## src/rtl/dmem_load_store_unit.sv

```systemverilog
// RV32I M-stage load/store unit: one handshaked bus transaction per memory op, stalling the pipe until done.
// Optional DMEM_TIMEOUT_EN adds a REQ/RESP watchdog that aborts with a BusErrM pulse.
module dmem_load_store_unit #(
    parameter int TIMEOUT_CYCLES = 16
) (
    input  logic        clk,
    input  logic        rst,
    input  logic        MemReqM,
    input  logic        MemWriteM,
    input  logic [2:0]  funct3M,
    input  logic [31:0] ALUResultM,
    input  logic [31:0] WriteDataM,
    output logic        StallM,
    output logic [31:0] ReadDataM,
    output logic        MisalignM,
    output logic        BusErrM,
    output logic        dmem_req,
    output logic        dmem_we,
    output logic [31:0] dmem_addr,
    output logic [31:0] dmem_wdata,
    output logic [3:0]  dmem_be,
    input  logic        dmem_gnt,
    input  logic        dmem_rvalid,
    input  logic [31:0] dmem_rdata
);
    typedef enum logic [1:0] {IDLE, REQ, RESP, DONE} state_t;

    state_t      state;
    logic [2:0]  f3Q;
    logic [1:0]  offQ;
    logic        legalF3, aligned, accept, badReq, tmoHit;
    logic [3:0]  beNext;
    logic [31:0] wdNext, fmtData;
    logic [7:0]  byteSel;
    logic [15:0] halfSel;

    always_comb begin
        legalF3 = 1'b0;
        case (funct3M)
            3'b000, 3'b001, 3'b010: legalF3 = 1'b1;
            3'b100, 3'b101:         legalF3 = !MemWriteM;
            default:                legalF3 = 1'b0;
        endcase
        aligned = 1'b1;
        case (funct3M[1:0])
            2'b01:   aligned = !ALUResultM[0];
            2'b10:   aligned = (ALUResultM[1:0] == 2'b00);
            default: aligned = 1'b1;
        endcase
        beNext = 4'b1111;
        wdNext = WriteDataM;
        case (funct3M[1:0])
            2'b00: begin
                beNext = 4'b0001 << ALUResultM[1:0];
                wdNext = {4{WriteDataM[7:0]}};
            end
            2'b01: begin
                beNext = 4'b0011 << ALUResultM[1:0];
                wdNext = {2{WriteDataM[15:0]}};
            end
            default: ;
        endcase
    end

    assign accept = (state == IDLE) && MemReqM && legalF3 && aligned;
    assign badReq = (state == IDLE) && MemReqM && !(legalF3 && aligned);
    // Gate with rst so a request held high during reset never stalls the pipe.
    assign StallM = rst && (accept || (state == REQ) || (state == RESP));

    always_comb begin
        byteSel = dmem_rdata[8*offQ +: 8];
        halfSel = offQ[1] ? dmem_rdata[31:16] : dmem_rdata[15:0];
        case (f3Q)
            3'b000:  fmtData = {{24{byteSel[7]}}, byteSel};
            3'b100:  fmtData = {24'd0, byteSel};
            3'b001:  fmtData = {{16{halfSel[15]}}, halfSel};
            3'b101:  fmtData = {16'd0, halfSel};
            default: fmtData = dmem_rdata;
        endcase
    end

`ifdef DMEM_TIMEOUT_EN
    localparam int CntW = $clog2(TIMEOUT_CYCLES + 1);
    logic [CntW-1:0] tmoCnt;
    logic            busErrQ;

    // Fires on the TIMEOUT_CYCLES-th REQ/RESP cycle unless that cycle completes the handshake.
    assign tmoHit = ((state == REQ && !dmem_gnt) || (state == RESP && !dmem_rvalid)) &&
                    (tmoCnt == CntW'(TIMEOUT_CYCLES - 1));

    always_ff @(posedge clk or negedge rst) begin
        if (!rst) begin
            tmoCnt  <= '0;
            busErrQ <= 1'b0;
        end else begin
            busErrQ <= tmoHit;
            tmoCnt  <= (state == REQ || state == RESP) ? tmoCnt + 1'b1 : '0;
        end
    end
    assign BusErrM = busErrQ;
`else
    logic unusedTimeout;
    assign unusedTimeout = (TIMEOUT_CYCLES == 0);
    assign tmoHit  = 1'b0;
    assign BusErrM = 1'b0;
`endif

    always_ff @(posedge clk or negedge rst) begin
        if (!rst) begin
            state      <= IDLE;
            dmem_req   <= 1'b0;
            dmem_we    <= 1'b0;
            dmem_addr  <= '0;
            dmem_wdata <= '0;
            dmem_be    <= '0;
            f3Q        <= '0;
            offQ       <= '0;
            ReadDataM  <= '0;
            MisalignM  <= 1'b0;
        end else begin
            MisalignM <= 1'b0;
            case (state)
                IDLE: begin
                    if (accept) begin
                        dmem_req   <= 1'b1;
                        dmem_we    <= MemWriteM;
                        dmem_addr  <= {ALUResultM[31:2], 2'b00};
                        dmem_wdata <= wdNext;
                        dmem_be    <= beNext;
                        f3Q        <= funct3M;
                        offQ       <= ALUResultM[1:0];
                        state      <= REQ;
                    end else if (badReq) begin
                        MisalignM <= 1'b1;
                        ReadDataM <= '0;
                    end
                end
                REQ: begin
                    if (dmem_gnt) begin
                        dmem_req <= 1'b0;
                        state    <= dmem_we ? DONE : RESP;
                    end else if (tmoHit) begin
                        dmem_req  <= 1'b0;
                        ReadDataM <= '0;
                        state     <= DONE;
                    end
                end
                RESP: begin
                    if (dmem_rvalid) begin
                        ReadDataM <= fmtData;
                        state     <= DONE;
                    end else if (tmoHit) begin
                        ReadDataM <= '0;
                        state     <= DONE;
                    end
                end
                default: state <= IDLE;
            endcase
        end
    end
endmodule

```

## config.mk

```make
export PLATFORM = sky130hd
export DESIGN_NAME = dmem_load_store_unit
export DESIGN_NICKNAME = d
export VERILOG_FILES = /design/src/rtl/dmem_load_store_unit.sv
export SDC_FILE = /design/constraint.sdc
export NUM_CORES = 1
export LEC_CHECK = 0
export BUFFER_PORTS_ARGS = -buffer_cell sky130_fd_sc_hd__buf_2
export CAP_MARGIN = 20
export CORE_UTILIZATION = 50
export CTS_BUF_LIST = sky130_fd_sc_hd__clkbuf_8
export DETAILED_ROUTE_END_ITERATION = 16
export PLACE_DENSITY = 0.86
export SYNTH_ARGS = -nofsm -noshare
export SYNTH_HDL_FRONTEND = slang
export SYNTH_SLANG_ARGS = --single-unit
```

## constraint.sdc

```tcl
create_clock -name clk -period 2.45 [get_ports clk]
set_input_delay 0.245 -clock clk [delete_from_list [all_inputs] [get_ports clk]]
set_output_delay 0.245 -clock clk [all_outputs]
set_load 0.005 [all_outputs]
```

=== Yosys cells after proc, flatten, opt, wreduce, memory -nomap -nowiden ===
Cells that the tools add are included.

* Register bits: 108
* Input bits: 105
* Logic and storage cells: 74

* Multiplexer cells: 21
* Eq/ne operators: 16
* Reductions and logical operators: 24
* Shift-type cells: 3

{| class="wikitable"
|+ Operator list
! kind !! count
|-
| one-hot mux 32 bit (2 select lines) || 2
|-
| one-hot mux 32 bit (4 select lines) || 1
|-
| two-way mux 32 bit || 3
|-
| indexed part select 32 x 6 -> 8 bit || 1
|-
| two-way mux 16 bit || 1
|-
| == test 3 bit, second input constant || 4
|-
| inequality test 2 bit, second input constant || 5
|-
| one-hot mux 4 bit (2 select lines) || 1
|-
| == test 3 x 1 -> 1 bit, second input constant || 2
|-
| logical AND 1 bit || 6
|-
| logical NOT 2 bit || 3
|-
| logical NOT 3 bit || 2
|-
| two-way mux 1 bit || 6
|-
| two-way mux 2 bit || 3
|-
| one-hot mux 1 bit (2 select lines) || 3
|-
| one-hot mux 2 bit (3 select lines) || 1
|-
| AND reduction 3 bit || 2
|-
| == test 2 x 1 -> 1 bit, second input constant || 2
|-
| == test 2 bit, second input constant || 2
|-
| AND reduction 4 bit || 1
|-
| nonzero test 2 bit || 2
|-
| << shifter 1 x 2 -> 4 bit, first input constant || 1
|-
| << shifter 2 x 2 -> 4 bit, first input constant || 1
|-
| == test 3 x 2 -> 1 bit, second input constant || 1
|-
| 5 further kinds || 8
|}

=== Depth between registers and ports, before layout ===
* Word-level depth: 9
* Mapped depth: 10
* Mapped depth without buffers: 7

=== Worst setup path after synthesis ===
Ideal clock, no wire load.

* Path type: input to output
* Start: input funct3M[0]
* End: output StallM
* Cell stages on the path: 9
* Required time: 2.205 ns
* Path buffers: 3
* Slack: 0.574 ns
* Arrival: 1.631 ns
* Path through: inv_1 -> ha_1 -> buf_6 -> nor2_8 -> o21ai_2 -> and4b_1 -> buf_6 -> buf_6 -> o31a_1

* Word-level cells in the longest chain between the ends: 8

{| class="wikitable"
|+ RTL lines
! item !! line !! RTL
|-
| start: declaration || 10 || <nowiki>input logic [2:0] funct3M,</nowiki>
|-
| == test 3 x 1 -> 1 bit, or another cell as far along || 39 || <nowiki>case (funct3M)</nowiki>
|-
| OR reduction 3 bit / OR reduction 2 bit (equally long branches) || 39 ||
|-
| one-hot mux 1 bit (2 select lines) || 39 ||
|-
| logical AND 1 bit || 65 || <nowiki>assign accept = (state == IDLE) && MemReqM && legalF3 && aligned;</nowiki>
|-
| logical AND 1 bit * || 65 ||
|-
| logical OR 1 bit * (2 in a row) || 68 || <nowiki>assign StallM = rst && (accept || (state == REQ) || (state == RESP));</nowiki>
|-
| logical AND 1 bit * || 68 ||
|-
| end: declaration || 13 || <nowiki>output logic StallM,</nowiki>
|}

Every way passes the cells marked *; elsewhere a longest branch is shown, timed or not.

=== Worst setup path after layout ===
* Start: register state[0]
* End: register ReadDataM[11]

* Word-level cells in the longest chain between the ends: 6

{| class="wikitable"
|+ RTL lines
! item !! line !! RTL
|-
| start: declaration || 28 || <nowiki>state_t state;</nowiki>
|-
| start signal: assignment || 141 || <nowiki>state <= dmem_we ? DONE : RESP;</nowiki>
|-
| logical NOT 2 bit || 65, 66, 122 ||
|-
| logical AND 1 bit || 65, 66 ||
|-
| logical AND 1 bit (2 in a row) || 65 ||
|-
| inequality test 2 bit (no source line) || n/a ||
|-
| AND reduction 4 bit (no source line) || n/a ||
|-
| end signal: assignment || 150 || <nowiki>ReadDataM <= fmtData;</nowiki>
|-
| end: declaration || 14 || <nowiki>output logic [31:0] ReadDataM,</nowiki>
|}

Several ways; a longest one is shown, not always the timed one.
A chain may end at the register's enable or synchronous reset.

==> impl_metrics.env <==
export IMPL_global_route_overflow_total=0
export IMPL_drt_drc_violations_left=1
export IMPL_rsz0062_at_grt="false"
export IMPL_diodes_inserted=0
export IMPL_grt_first_pass_wirelength_um=21500
export IMPL_groute_layer_met3_usage=0.0474
export IMPL_tritoncts_clock_tree="built"
export IMPL_fp_dieH_um=105
export IMPL_min_period_ns=2.12
export IMPL_num_nets_final=784
export IMPL_critPathMaxStageDelay_ns=0.42
export IMPL_cts_num_sinks=108
export IMPL_first_global_vias=4423
export IMPL_drt_vias_per_instance=5.40
export IMPL_layout_drive_gt1_share=0.442
export IMPL_highest_clock_rate_mhz=472
export IMPL_worstHoldEndpoint="dmem_addr[22]"
export IMPL_first_iter_violations=295
export IMPL_worstRegToRegCells=8
export IMPL_power_total_mw=7.82
export IMPL_report_final_setup_viol=0
export IMPL_worst_slew_margin_rel=0.481
export IMPL_power_density_mw_per_mm2=1190
export IMPL_hold_vio_cnt_final=0
export IMPL_critPathBufInv=2
export IMPL_worst_setup_path_type="register to register"
export IMPL_r2r_slack_ns=0.33
export IMPL_fin_skew_ns=0.00707
export IMPL_gp_congestion=0.871
export IMPL_synthesis_instances=479
export IMPL_antenna_left=0
export IMPL_drtPass1Iterations=11
export IMPL_die_x_um=105
export IMPL_critical_path_required_ns=2.72
export IMPL_global_route_usage_total=0.248
export IMPL_finalSetupTns_ns=0
export IMPL_yosys_warnings=0
export IMPL_ir_worst_vdd_mv=0.625
export IMPL_grt_most_used_layer="met2"
export IMPL_power_frac_clock=0.155
export IMPL_path_max_fanout=40
export IMPL_cts_htree_levels=3
export IMPL_ios=210
export IMPL_endpoint_kind="register"
export IMPL_hold_path_startpoint="ALUResultM[22]"
export IMPL_crit_path_cell_chain="inv_1, ha_1, or2_2, o211ai_1, a41o_2, buf_12, nand2_1, o31ai_1"
export IMPL_number_of_antenna_violations_at_the_first_check_in_global_routing=0
export IMPL_synth_sequential_area_ratio=0.514
export IMPL_crit_path_start_kind="register"
export IMPL_fp_row_count=37
export IMPL_worst_ep_arrival_time_ns=2.39
export IMPL_power_switching_mw=2.90
export IMPL_postCtsSetupRepairBufs=0
export IMPL_place_ws_ns=0.204
export IMPL_clk_transition_reported_paths_ns=0.10
export IMPL_flow_area_growth_from_synthesis_pct=24.8
export IMPL_netlist_area_mm2=0.00526
export IMPL_ys_types=39
export IMPL_seqPwrFrac=0.400
export IMPL_r2r_start="state[0]"
export IMPL_clock_insertion_delay_worst_skew_ns=0.37
export IMPL_outcome="complete, but fails checks"
export IMPL_r2r_end="ReadDataM[11]"
export IMPL_total_length_of_routed_wires_um=13100
export IMPL_violations="design-rule violations"
export IMPL_synth_seq_cells=108
export IMPL_whs_path_depth=2
export IMPL_ctsResizeCount=0
export IMPL_coreArea_mm2=0.0103
export IMPL_tightestPinTransition_ns=0.778
export IMPL_cp_slowest_cell="sky130_fd_sc_hd__a41o_2"
export IMPL_root_cell_of_the_clock_tree="sky130_fd_sc_hd__clkbuf_8"
export IMPL_maxCapViolCount=0
export IMPL_timing_critical_path_max_delay_family="compound AO/OA/AOI/OAI gates"
export IMPL_groute_layer_met2_usage=0.402
export IMPL_ctsHoldBuffers=1
export IMPL_pwr_share_comb=0.445
export IMPL_via_count=4392
export IMPL_timing_final_ws_setup_ns=0.334
export IMPL_placement_io_buffers=206
export IMPL_place_hpwl_um=9790
export IMPL_initial_core_util=0.512
export IMPL_fin_util=0.638
export IMPL_leakagePower_nw=3.26
export IMPL_grt_start_max_net_pins=109
export IMPL_tritoncts_num_buffers=9
export IMPL_routedWlPerCell_um=16.1
export IMPL_global_route_usage_met1=0.320
export IMPL_fp_dieArea_mm2=0.0109
export IMPL_clockBufferDepth=2
export IMPL_post_route_period_util=0.864
export IMPL_synth_area_per_cell_um2=11.0
export IMPL_finalMaxSlewViolations=0
export IMPL_sw_frac_of_total=0.371
export IMPL_p_int_mw=4.92
export IMPL_hp_class="primary input to register"
## per-stage QoR
step / hold slack [ns] / instances / area [µm²]
2_1_floorplan: -0.0506 / 481 / 5270
3_3_place_gp: 0.374 / 796 / 6330
3_5_place_dp: 0.385 / 796 / 6330
4_1_cts: 0.0702 / 813 / 6560
5_1_grt: 0.0636 / 813 / 6560
6_report: 0.0946 / 813 / 6560
## Yosys cell counts
cell type / count / share of area
sky130_fd_sc_hd__and4_1: 1 / 0.0017
sky130_fd_sc_hd__nand2_1: 55 / 0.039
sky130_fd_sc_hd__o311ai_0: 1 / 0.0017
sky130_fd_sc_hd__buf_12: 2 / 0.0076
sky130_fd_sc_hd__o21bai_1: 1 / 0.0014
sky130_fd_sc_hd__a31oi_1: 12 / 0.014
sky130_fd_sc_hd__o311ai_2: 1 / 0.0031
sky130_fd_sc_hd__nor2_8: 1 / 0.0038
sky130_fd_sc_hd__inv_1: 8 / 0.0057
sky130_fd_sc_hd__mux2i_1: 11 / 0.021
sky130_fd_sc_hd__o31a_1: 1 / 0.0017
sky130_fd_sc_hd__mux2_2: 35 / 0.075
sky130_fd_sc_hd__a221oi_1: 6 / 0.010
sky130_fd_sc_hd__buf_2: 11 / 0.010
sky130_fd_sc_hd__clkbuf_1: 10 / 0.0071
sky130_fd_sc_hd__a21oi_1: 26 / 0.025
sky130_fd_sc_hd__dfrtp_1: 108 / 0.51
sky130_fd_sc_hd__or2_2: 2 / 0.0024
sky130_fd_sc_hd__o31ai_2: 1 / 0.0024
sky130_fd_sc_hd__ha_1: 7 / 0.017
sky130_fd_sc_hd__nor2_1: 57 / 0.041
sky130_fd_sc_hd__a22oi_1: 16 / 0.023
sky130_fd_sc_hd__a211oi_1: 2 / 0.0029
sky130_fd_sc_hd__o221ai_1: 1 / 0.0017
sky130_fd_sc_hd__buf_6: 7 / 0.015
sky130_fd_sc_hd__o31ai_1: 24 / 0.034
sky130_fd_sc_hd__o21ai_2: 2 / 0.0033
sky130_fd_sc_hd__a21o_1: 1 / 0.0014
sky130_fd_sc_hd__nand2b_1: 6 / 0.0071
sky130_fd_sc_hd__buf_1: 1 / 0.00071
sky130_fd_sc_hd__buf_4: 9 / 0.013
sky130_fd_sc_hd__a41o_1: 1 / 0.0019
sky130_fd_sc_hd__o21ai_0: 20 / 0.019
sky130_fd_sc_hd__o21a_1: 1 / 0.0014
sky130_fd_sc_hd__and4b_1: 1 / 0.0019
sky130_fd_sc_hd__conb_1: 1 / 0.00071
sky130_fd_sc_hd__o211ai_1: 2 / 0.0029
sky130_fd_sc_hd__mux2_4: 20 / 0.057
sky130_fd_sc_hd__o22ai_1: 7 / 0.0083
## worst max path at each step
stage                from             end  slack [ns]  depth (start not counted)
2_1_floorplan  funct3M[0]          StallM        0.57                          9
6_report         state[0]   ReadDataM[11]        0.33                          8
4_1_cts          state[0]          StallM        0.33                          6
3_3_place_gp   funct3M[0]   dmem_addr[31]        0.31                          8
5_1_grt          state[0]   ReadDataM[11]        0.19                          8
3_5_place_dp   funct3M[0]  dmem_wdata[27]        0.20                         10
## cells in the final DEF (no fill, tap or decap), types with 6 or more instances in the layout
master,count
sky130_fd_sc_hd__buf_2,205
sky130_fd_sc_hd__mux2_2,35
sky130_fd_sc_hd__inv_1,8
sky130_fd_sc_hd__buf_4,11
sky130_fd_sc_hd__a31oi_1,12
sky130_fd_sc_hd__a221oi_1,6
sky130_fd_sc_hd__mux2_4,20
sky130_fd_sc_hd__o22ai_1,7
sky130_fd_sc_hd__mux2i_1,11
sky130_fd_sc_hd__dfrtp_1,108
sky130_fd_sc_hd__nor2_1,57
sky130_fd_sc_hd__o21ai_0,20
sky130_fd_sc_hd__ha_1,7
sky130_fd_sc_hd__a22oi_1,16
sky130_fd_sc_hd__clkbuf_8,10
sky130_fd_sc_hd__o31ai_1,24
sky130_fd_sc_hd__nand2b_1,6
sky130_fd_sc_hd__nand2_1,55
sky130_fd_sc_hd__a21oi_1,26
## cell type report
cell class                      instances  area, µm²
Multi-Input combinational cell        325       2250
Inverter                                8       30.0
Timing Repair Buffer                  220       1180
Clock inverter                          6       87.6
Fill cell                             852       3720
Tap cell                              136        170
Sequential cell                       108       2700
Clock buffer                           10        138
## cells by family (layout without fill, tap and decap cells)
group / Yosys count / count (layout) / synth area share
AOI/OAI and AO/OA: 126 / 126 / 0.159
adders and majority gates: 7 / 7 / 0.0167
buffers and inverters: 48 / 244 / 0.0595
DFF: 108 / 108 / 0.514
muxes: 66 / 66 / 0.153
other: 1 / 3 / 0.000713
and+or+nand+nor: 123 / 123 / 0.0969
## routing by layer
metal,up-vias,routed length (µm),share of wire
met1,2082,5430,0.41
met2,199,6500,0.50
met3,33,831,0.063
met4,0,362,0.028
li1,2078,-,-
met5,-,0,0
## worst reg2reg max path: cells and delay by family (launching register included)
family          cells  cell delay (ns)
compound gates      3             0.61
flops               1             0.40
simple gates        2             0.40
fa+ha+maj           1             0.26
buf+inv             2             0.34
## power groups by stage
stage / registers (mW) / clock network, mW / logic [mW]
after global placement: 3.10 / 0 / 3.34
after detailed placement: 3.16 / 0 / 3.49
after CTS: 3.14 / 1.24 / 3.49
final: 3.13 / 1.21 / 3.48
after floorplan: 3.15 / 0 / 2.13
after global routing: 3.23 / 1.32 / 3.84
## sequential cells by signal, summed over array words and instances, names as in the netlist
signal      cells
offQ            2
MisalignM       1
dmem_be         4
dmem_req        1
f3Q             3
ReadDataM      32
state           2
dmem_wdata     32
dmem_we         1
dmem_addr      30
(Power assumes the default switching activity.)
